--- config.mk ---
export PLATFORM = sky130hd
export DESIGN_NAME = uart_rx
export DESIGN_NICKNAME = d
export VERILOG_FILES = /design/src/rtl/uart_pkg.sv /design/src/rtl/uart_sync.sv /design/src/rtl/uart_rx.sv
export SDC_FILE = /design/constraint.sdc
export NUM_CORES = 1
export LEC_CHECK = 0
export CAP_MARGIN = 40
export CELL_PAD_IN_SITES_DETAIL_PLACEMENT = 1
export CELL_PAD_IN_SITES_GLOBAL_PLACEMENT = 1
export CORE_MARGIN = 4
export CORE_UTILIZATION = 48
export CTS_CLUSTER_SIZE = 24
export DETAILED_ROUTE_END_ITERATION = 10
export GPL_TIMING_DRIVEN = 1
export PLACE_DENSITY = 0.81
export SLEW_MARGIN = 10
export SYNTH_ARGS = -nofsm -noshare
export SYNTH_HDL_FRONTEND = slang
export SYNTH_SLANG_ARGS = --single-unit
--- constraint.sdc ---
create_clock -name clk -period 2.57 [get_ports clk]
set_input_delay 0.257 -clock clk [delete_from_list [all_inputs] [get_ports clk]]
set_output_delay 0.257 -clock clk [all_outputs]
set_load 0.1 [all_outputs]
--- src/rtl/uart_pkg.sv ---
// rtl/uart_pkg.sv - shared UART types and bit-timing helpers
// Used by both the receiver and the transmitter.
package uart_pkg;

  typedef enum logic [1:0] {
    IDLE  = 2'd0,
    START = 2'd1,
    DATA  = 2'd2,
    STOP  = 2'd3
  } rx_state_t;

  function automatic int pulse_width(input int clk_freq, input int baud);
    return clk_freq / baud;
  endfunction

  function automatic int half_pulse_width(input int clk_freq, input int baud);
    return pulse_width(clk_freq, baud) / 2;
  endfunction

endpackage

--- src/rtl/uart_sync.sv ---
// rtl/uart_sync.sv - N-flop synchronizer, resets to 1 (idle line level)
// N must be at least 2.
module uart_sync #(
  parameter int N = 2
) (
  input  logic clk,
  input  logic rstn,
  input  logic d,
  output logic q
);

  logic [N-1:0] sync_q;
  logic [N-1:0] sync_d;

  always_comb begin
    sync_d = {sync_q[N-2:0], d};
  end

  always_ff @(posedge clk or negedge rstn) begin
    if (!rstn) begin
      sync_q <= '1;
    end else begin
      sync_q <= sync_d;
    end
  end

  assign q = sync_q[N-1];

endmodule

--- src/rtl/uart_rx.sv ---
// rtl/uart_rx.sv - 8N1-style UART receiver with valid/ready output, framing and overrun pulses
// Optional UART_RX_MAJORITY_EN: decide each bit by 2-of-3 vote over the last three cycles.
module uart_rx
  import uart_pkg::*;
#(
  parameter int DATA_WIDTH = 8,
  parameter int BAUD_RATE  = 115200,
  parameter int CLK_FREQ   = 100_000_000
) (
  input  logic                  clk,
  input  logic                  rstn,
  input  logic                  uart_in,
  output logic [DATA_WIDTH-1:0] data,
  output logic                  valid,
  input  logic                  ready,
  output logic                  frame_err,
  output logic                  overrun
);

  localparam int PULSE = pulse_width(CLK_FREQ, BAUD_RATE);
  localparam int HALF  = half_pulse_width(CLK_FREQ, BAUD_RATE);
  localparam int BIT_W = (DATA_WIDTH > 1) ? $clog2(DATA_WIDTH) : 1;
  localparam logic [31:0]      PULSE_RELOAD = 32'(PULSE - 1);
  localparam logic [31:0]      HALF_RELOAD  = 32'(HALF - 1);
  localparam logic [BIT_W-1:0] LAST_BIT     = BIT_W'(DATA_WIDTH - 1);

  logic                  rx_s;
  logic                  rx_prev_q;
  logic                  bit_val;
  rx_state_t             state_q, state_d;
  logic [31:0]           clk_cnt_q, clk_cnt_d;
  logic [BIT_W-1:0]      bit_cnt_q, bit_cnt_d;
  logic [DATA_WIDTH-1:0] shift_q, shift_d;
  logic [DATA_WIDTH-1:0] data_q, data_d;
  logic                  valid_q, valid_d;
  logic                  frame_err_q, frame_err_d;
  logic                  overrun_q, overrun_d;

  uart_sync #(.N(2)) u_sync (
    .clk  (clk),
    .rstn (rstn),
    .d    (uart_in),
    .q    (rx_s)
  );

`ifdef UART_RX_MAJORITY_EN
  // rx_prev_q is the sample at clk_cnt=1, rx_prev2_q the one at clk_cnt=2
  logic rx_prev2_q;

  always_ff @(posedge clk or negedge rstn) begin
    if (!rstn) begin
      rx_prev2_q <= 1'b1;
    end else begin
      rx_prev2_q <= rx_prev_q;
    end
  end

  assign bit_val = (rx_s & rx_prev_q) | (rx_s & rx_prev2_q) | (rx_prev_q & rx_prev2_q);
`else
  assign bit_val = rx_s;
`endif

  always_comb begin
    state_d     = state_q;
    clk_cnt_d   = clk_cnt_q;
    bit_cnt_d   = bit_cnt_q;
    shift_d     = shift_q;
    data_d      = data_q;
    valid_d     = valid_q;
    frame_err_d = 1'b0;
    overrun_d   = 1'b0;

    if (valid_q && ready) begin
      valid_d = 1'b0;
    end

    case (state_q)
      IDLE: begin
        if (rx_prev_q && !rx_s) begin
          clk_cnt_d = HALF_RELOAD;
          state_d   = START;
        end
      end
      START: begin
        if (clk_cnt_q != 32'd0) begin
          clk_cnt_d = clk_cnt_q - 32'd1;
        end else if (!bit_val) begin
          clk_cnt_d = PULSE_RELOAD;
          bit_cnt_d = '0;
          state_d   = DATA;
        end else begin
          state_d = IDLE;
        end
      end
      DATA: begin
        if (clk_cnt_q != 32'd0) begin
          clk_cnt_d = clk_cnt_q - 32'd1;
        end else begin
          shift_d   = DATA_WIDTH'({bit_val, shift_q} >> 1);
          clk_cnt_d = PULSE_RELOAD;
          if (bit_cnt_q == LAST_BIT) begin
            state_d = STOP;
          end else begin
            bit_cnt_d = bit_cnt_q + 1'b1;
          end
        end
      end
      STOP: begin
        if (clk_cnt_q != 32'd0) begin
          clk_cnt_d = clk_cnt_q - 32'd1;
        end else begin
          state_d = IDLE;
          if (bit_val) begin
            // A word still waiting for the consumer wins; the new one is dropped
            if (!valid_q || ready) begin
              data_d  = shift_q;
              valid_d = 1'b1;
            end else begin
              overrun_d = 1'b1;
            end
          end else begin
            frame_err_d = 1'b1;
          end
        end
      end
      default: begin
        state_d = IDLE;
      end
    endcase
  end

  always_ff @(posedge clk or negedge rstn) begin
    if (!rstn) begin
      rx_prev_q   <= 1'b1;
      state_q     <= IDLE;
      clk_cnt_q   <= '0;
      bit_cnt_q   <= '0;
      shift_q     <= '0;
      data_q      <= '0;
      valid_q     <= 1'b0;
      frame_err_q <= 1'b0;
      overrun_q   <= 1'b0;
    end else begin
      rx_prev_q   <= rx_s;
      state_q     <= state_d;
      clk_cnt_q   <= clk_cnt_d;
      bit_cnt_q   <= bit_cnt_d;
      shift_q     <= shift_d;
      data_q      <= data_d;
      valid_q     <= valid_d;
      frame_err_q <= frame_err_d;
      overrun_q   <= overrun_d;
    end
  end

  assign data      = data_q;
  assign valid     = valid_q;
  assign frame_err = frame_err_q;
  assign overrun   = overrun_q;

endmodule

==> impl_metrics.toml, run 1 <==
[global_route]
antenna_found_initial = 0
grt_pass1_wl_um = 17720
grt_usage = 0.2685
grt_max_degree = 27
grt_pass1_vias = 3214
overflow = 0

[synthesis]
synth-main-ff-cell = "dfrtp_1"
synth-seq-cells = 59
yosysWarnings = 0
synth.most_common_cell = "dfrtp_1"
synth_top_cell_area_share = 0.4167
syn-instance-count = 337
synth_area_um2 = 3363
syn_area_per_cell_um2 = 9.980
synth_largest_area_cell = "dfrtp_1"
ys_top_cells_by_area = "dfrtp_1 (42%), a31oi_1 (4.7%), ha_1 (3.0%)"
synth_commonest_cells = "dfrtp_1 (56), a31oi_1 (25), nor2_1 (20), nand3_1 (19), inv_1 (18)"
async_flop_share = 1.000
seq_area_frac_synth = 0.4401
syn-num-nets = 349
synth_cell_types = 64
synth_edf_count = 0

[timing]
slew_headroom = 0.4365
tns_ns = 0
fin_crit_ns = 2.436
worst_slew_pin_slew_ns = 0.8443
rsz0062_at_grt = "no"
hold_viol = 0
fin_worst_skew_ns = 0.009425
drv_slew = 0
clock.fmax_mhz = 410.5
finalSetupViolCount = 0
period_share = 0.9479

[floorplan]
io_pins = 15
start_util = 0.4950
core-area_um2 = 6794
num_rows = 30
dieArea_um2 = 8410
die_y_um = 91.71
die_w_um = 91.71

[clocking]
numCtsBuffers = 9
clock_path_buffers = 2
cts.sinks = 59
cts_root_buf = "clkbuf_8"
clock_latency_ns = 0.35
h-tree-depth = 3
path_clk_slew_ns = 0.07
tritoncts = "done"

[critical_path]
path_buf_inv = 1
r2r-start = "clk_cnt_q[0]"
required_ns = 2.80
start_kind = "register"
worstSetupStartpoint = "clk_cnt_q[0]"
path_max_fanout = 8
crit_chain = "inv_1 > ha_1 > or4b_4 > nor2_1 > and4_1 > and3b_2 > mux2_1"
critical_path_arrival_ns = 2.67
reg2reg_depth = 7
worstReg2RegEnd = "data[4]"
cp-end-kind = "register"
crit_slowest_cell = "or4b_4"
r2r_slack_ns = 0.13
crit_type = "register to register"
cpPeakStageDelay_ns = 0.50
crit_family = "simple AND/OR/NAND/NOR gates"

[cells_and_area]
final_cells = 467
diodes = 0
fin_nets = 378
syn_to_final_growth_pct = 17.34
num-fill-cells = 749
drive_gt1_frac = 0.2183

[flow_run]
max_cap_violations = 0

[pwr]
clkPwrFrac = 0.208
p_leak_uw = 0.001753
combPwrFrac = 0.526
p_per_area_nw_per_um2 = 1211
power.switching_uw = 2201
vdd_drop_max_mv = 0.6996
internal_power_uw = 2580
seqPwrFrac = 0.266
p_sw_frac = 0.4603

[min_path]
hold_end = "u_sync.sync_q[0]"
hold_path.class = "input pin to register"
min-delay-start = "uart_in"
holdPathStages = 1

[placed_design]
dp_hpwl_um = 6689
routabilityCongestion = 0.8481
dp_cells = 450
port_buffers = 14

[routing]
drc = 0
ant_nets = 0
drtIter0Drc = 267
drt-wirelength-per-cell_um = 22.67
dr.pass1.iters = 5
finalWirelength_um = 10590
viasPerCell = 6.679
vias = 3119

[run_status]
outcome = "complete, no violations"
kinds of logic after synthesis:
group / count (synthesis) / synth area share
buf+inv: 39 / 0.05133
fa+ha+maj: 8 / 0.02976
flops: 59 / 0.4401
mux: 19 / 0.06250
compound gates: 82 / 0.1715
simple gates: 130 / 0.2448
cells in the final DEF (no fill, tap or decap), types with 3 or more instances in the layout:
cell / count
mux2i_1: 3
a21oi_1: 8
mux2_1: 8
ha_1: 8
and4_1: 3
nand2_1: 12
nand4_1: 13
clkbuf_8: 11
nand2b_1: 3
inv_1: 18
o31ai_1: 4
mux2_2: 8
or4_1: 3
nand3_1: 19
dfstp_2: 3
a41oi_1: 8
buf_4: 33
a31oi_1: 24
nand3b_1: 8
and3_1: 3
nor4_1: 6
nor2_1: 20
dfrtp_1: 56
o22ai_1: 3
a211oi_1: 4
nor3_1: 15
o21ai_0: 7
o211ai_1: 3
o2bb2ai_1: 3
power by group through the flow:
stage / clock [µW] / combinational [µW] / sequential (µW)
after floorplan: 0 / 1630 / 1220
after global placement: 0 / 2270 / 1270
final: 992 / 2510 / 1270
after CTS: 1000 / 2450 / 1270
after detailed placement: 0 / 2360 / 1280
after global routing: 1050 / 2710 / 1300
what timing repair did:
action                     in CTS  in global routing
hold buffers                    1                  0
hold endpoints to repair       16                  0
resized for setup               0                  4
setup endpoints to repair       0                 17
buffers inserted                0                  0
final cells by class:
type,instances,area (µm²),area share
Inverter,18,67.56,0.01712
Clock buffer,12,155.1,0.03932
Sequential cell,59,1480,0.3751
Tap cell,96,120.1,0.03044
Timing Repair Buffer,39,322.8,0.08180
Multi-Input combinational cell,239,1728,0.4379
Clock inverter,4,72.57,0.01839
how the worst max path moves through the flow:
stage | end | cells after the start
finish | data[4] | 7
global route | data[2] | 7
CTS | data[2] | 7
detailed placement | data[6] | 7
global placement | data[0] | 7
floorplan | data[0] | 8
state kept, by name, indices dropped and copies added, names as in the netlist, named ones only:
signal,count
valid,1
bit_cnt_q,3
shift_q,8
clk_cnt_q,32
rx_prev_q,1
data,8
state_q,1
frame_err,1
u_sync.sync_q,2
overrun,1
layer usage:
metal  track usage  routed length (µm)  vias up
met3       0.04266                 474       22
li1              -                   -     1360
met4        0.1002                 235        0
met1        0.3638                4627     1626
met2        0.4346                5249      111
met5             0                   0        -
metrics by stage:
step	worst slack, ns	hold WS, ns	utilization	total power (µW)	area [µm²]
2_1_floorplan	0.2903	-0.03859	-	2859	3363
3_3_place_gp	0.1740	0.2169	0.5433	3537	3691
3_5_place_dp	0.07182	0.2164	0.5433	3637	3691
4_1_cts	0.01293	0.3202	0.5783	4715	3929
5_1_grt	0.007310	0.3388	0.5808	5056	3946
6_report	0.1340	0.3211	0.5808	4780	3946
No activity file was read; power rests on OpenSTA's default activity.
==> inputs of run 2 (changes only) <==
CORE_UTILIZATION = 50   (was 48)
DONT_BUFFER_PORTS = 1   (was default)
PLACE_DENSITY = 0.8   (was 0.81)
==> impl_metrics.toml, run 2 (synthesis gave the netlist of run 1 again) <==
[cells_and_area]
fin_util = 0.6100
num-fill-cells = 705
mostFrequentLayoutCells = "dfrtp_1 (56), a31oi_1 (25), nor2_1 (19), nand3_1 (19), buf_4 (19)"
layout_commonest_cell = "dfrtp_1"
largest_reg_flops = 32
top_register = "clk_cnt_q"
fin_nets = 370
diodes = 0
drive_gt1_frac = 0.1983
syn_to_final_growth_pct = 16.48

[floorplan]
dieArea_um2 = 8103
core-area_um2 = 6422
die_w_um = 90.02
die_y_um = 90.02
start_util = 0.5237
num_rows = 29
io_pins = 15

[clocking]
cts.sinks = 59
h-tree-depth = 3
clock_latency_ns = 0.37
post_cts_buffers = 0
clock_path_buffers = 2
cts_root_buf = "clkbuf_8"
numCtsBuffers = 9
path_clk_slew_ns = 0.08
tritoncts = "done"

[timing]
period_share = 0.9601
slew_headroom = 0.3989
rsz0062_at_grt = "no"
finalSetupViolCount = 0
finalWorstSetupSlack_ns = 0.1026
tns_ns = 0
drv_slew = 0
fin_crit_ns = 2.467
worst_slew_pin_slew_ns = 0.9017
hold_viol = 0
clock.fmax_mhz = 405.3
whs_ns = 0.1370
fin_worst_skew_ns = 0.01951

[global_route]
antenna_found_initial = 0
grt_pass1_vias = 3167
grt_max_degree = 60
overflow = 0
grt_pass1_wl_um = 16930
grt_usage = 0.2639

[min_path]
hold_path.class = "input pin to register"

[routing]
viasPerCell = 6.827
vias = 3004
drtIter0Drc = 212
ant_nets = 0
drc = 0
finalWirelength_um = 10650
drt-wirelength-per-cell_um = 24.21
dr.pass1.iters = 4

[critical_path]
required_ns = 2.82
r2r_slack_ns = 0.10
crit_type = "register to register"
cp-end-kind = "register"
path_max_fanout = 8
critical_path_arrival_ns = 2.72
start_kind = "register"

[placed_design]
dp_hpwl_um = 6479
dp_slack_ns = -0.005244
routabilityCongestion = 0.8352
port_buffers = 0

[pwr]
p_per_area_nw_per_um2 = 1187
p_leak_uw = 0.001709
vdd_drop_max_mv = 0.5042

[flow_run]
max_cap_violations = 0

[run_status]
outcome = "complete, no violations"
## run 2: changes by cell type in the layout (fill, tap and decap cells not counted), sizes merged
cell / before / now
clkinvlp: 1 / 3
clkdlybuf4s50: 2 / 0
buf: 36 / 27
bufinv: 2 / 1
dlygate4sd3: 1 / 2
clkinv: 1 / 2
## run 2: critical path, stage by stage (launching register included)
cell and delay (ns):
dfrtp_1 0.41, inv_1 0.09, ha_2 0.23, or4b_4 0.50, nor2_2 0.17, and4_1 0.25
and3b_2 0.33, mux2_1 0.36
## run 2: per-stage QoR
step / std cells / total power [µW] / instance area (µm²)
final: 440 / 4649 / 3918
after global routing: 440 / 4927 / 3918
after CTS: 434 / 4537 / 3787
after detailed placement: 415 / 3624 / 3545
after global placement: 415 / 3512 / 3545
after floorplan: 337 / 2859 / 3363
## run 2: final timing paths
check,depth (start not counted),startpoint,endpoint
setup / recovery,7,clk_cnt_q[0],data[5]
hold / removal,2,ready,overrun
setup reg to reg,7,clk_cnt_q[0],data[5]
hold reg to reg,0,u_sync.sync_q[0],u_sync.sync_q[1]
max in group asynchronous,2,rstn,u_sync.sync_q[0]
min in group asynchronous,2,rstn,clk_cnt_q[5]
## run 2: report_power, final
group          total, µW  internal, µW  switching, µW
registers           1290          1070            215
logic               2480           900           1580
clock network        877           448            430
## run 2: per-layer routing
layer	routed length, µm	global-route usage	vias up
met5	0	0	-
met4	290	0.1224	0
met3	446	0.04674	25
li1	-	-	1344
met1	4600	0.3499	1551
met2	5315	0.4200	84
## run 2: area by class of cell
cell class	instances	area [µm²]	area share
tap	77	96.34	0.02459
timing repair buffer	31	359.1	0.09166
clock buffer	10	127.6	0.03258
inverter	18	67.56	0.01725
clock inverter	6	66.31	0.01693
sequential	59	1480	0.3778
multi-input combinational	239	1720	0.4392
## run 2: what timing repair did
item | 4_1_cts | 5_1_grt
resized for setup | 1 | 4
endpoints found under the setup margin | 3 | 11
pin swaps | 0 | 1
hold buffers | 3 | 0
endpoints found under the hold margin | 60 | 0
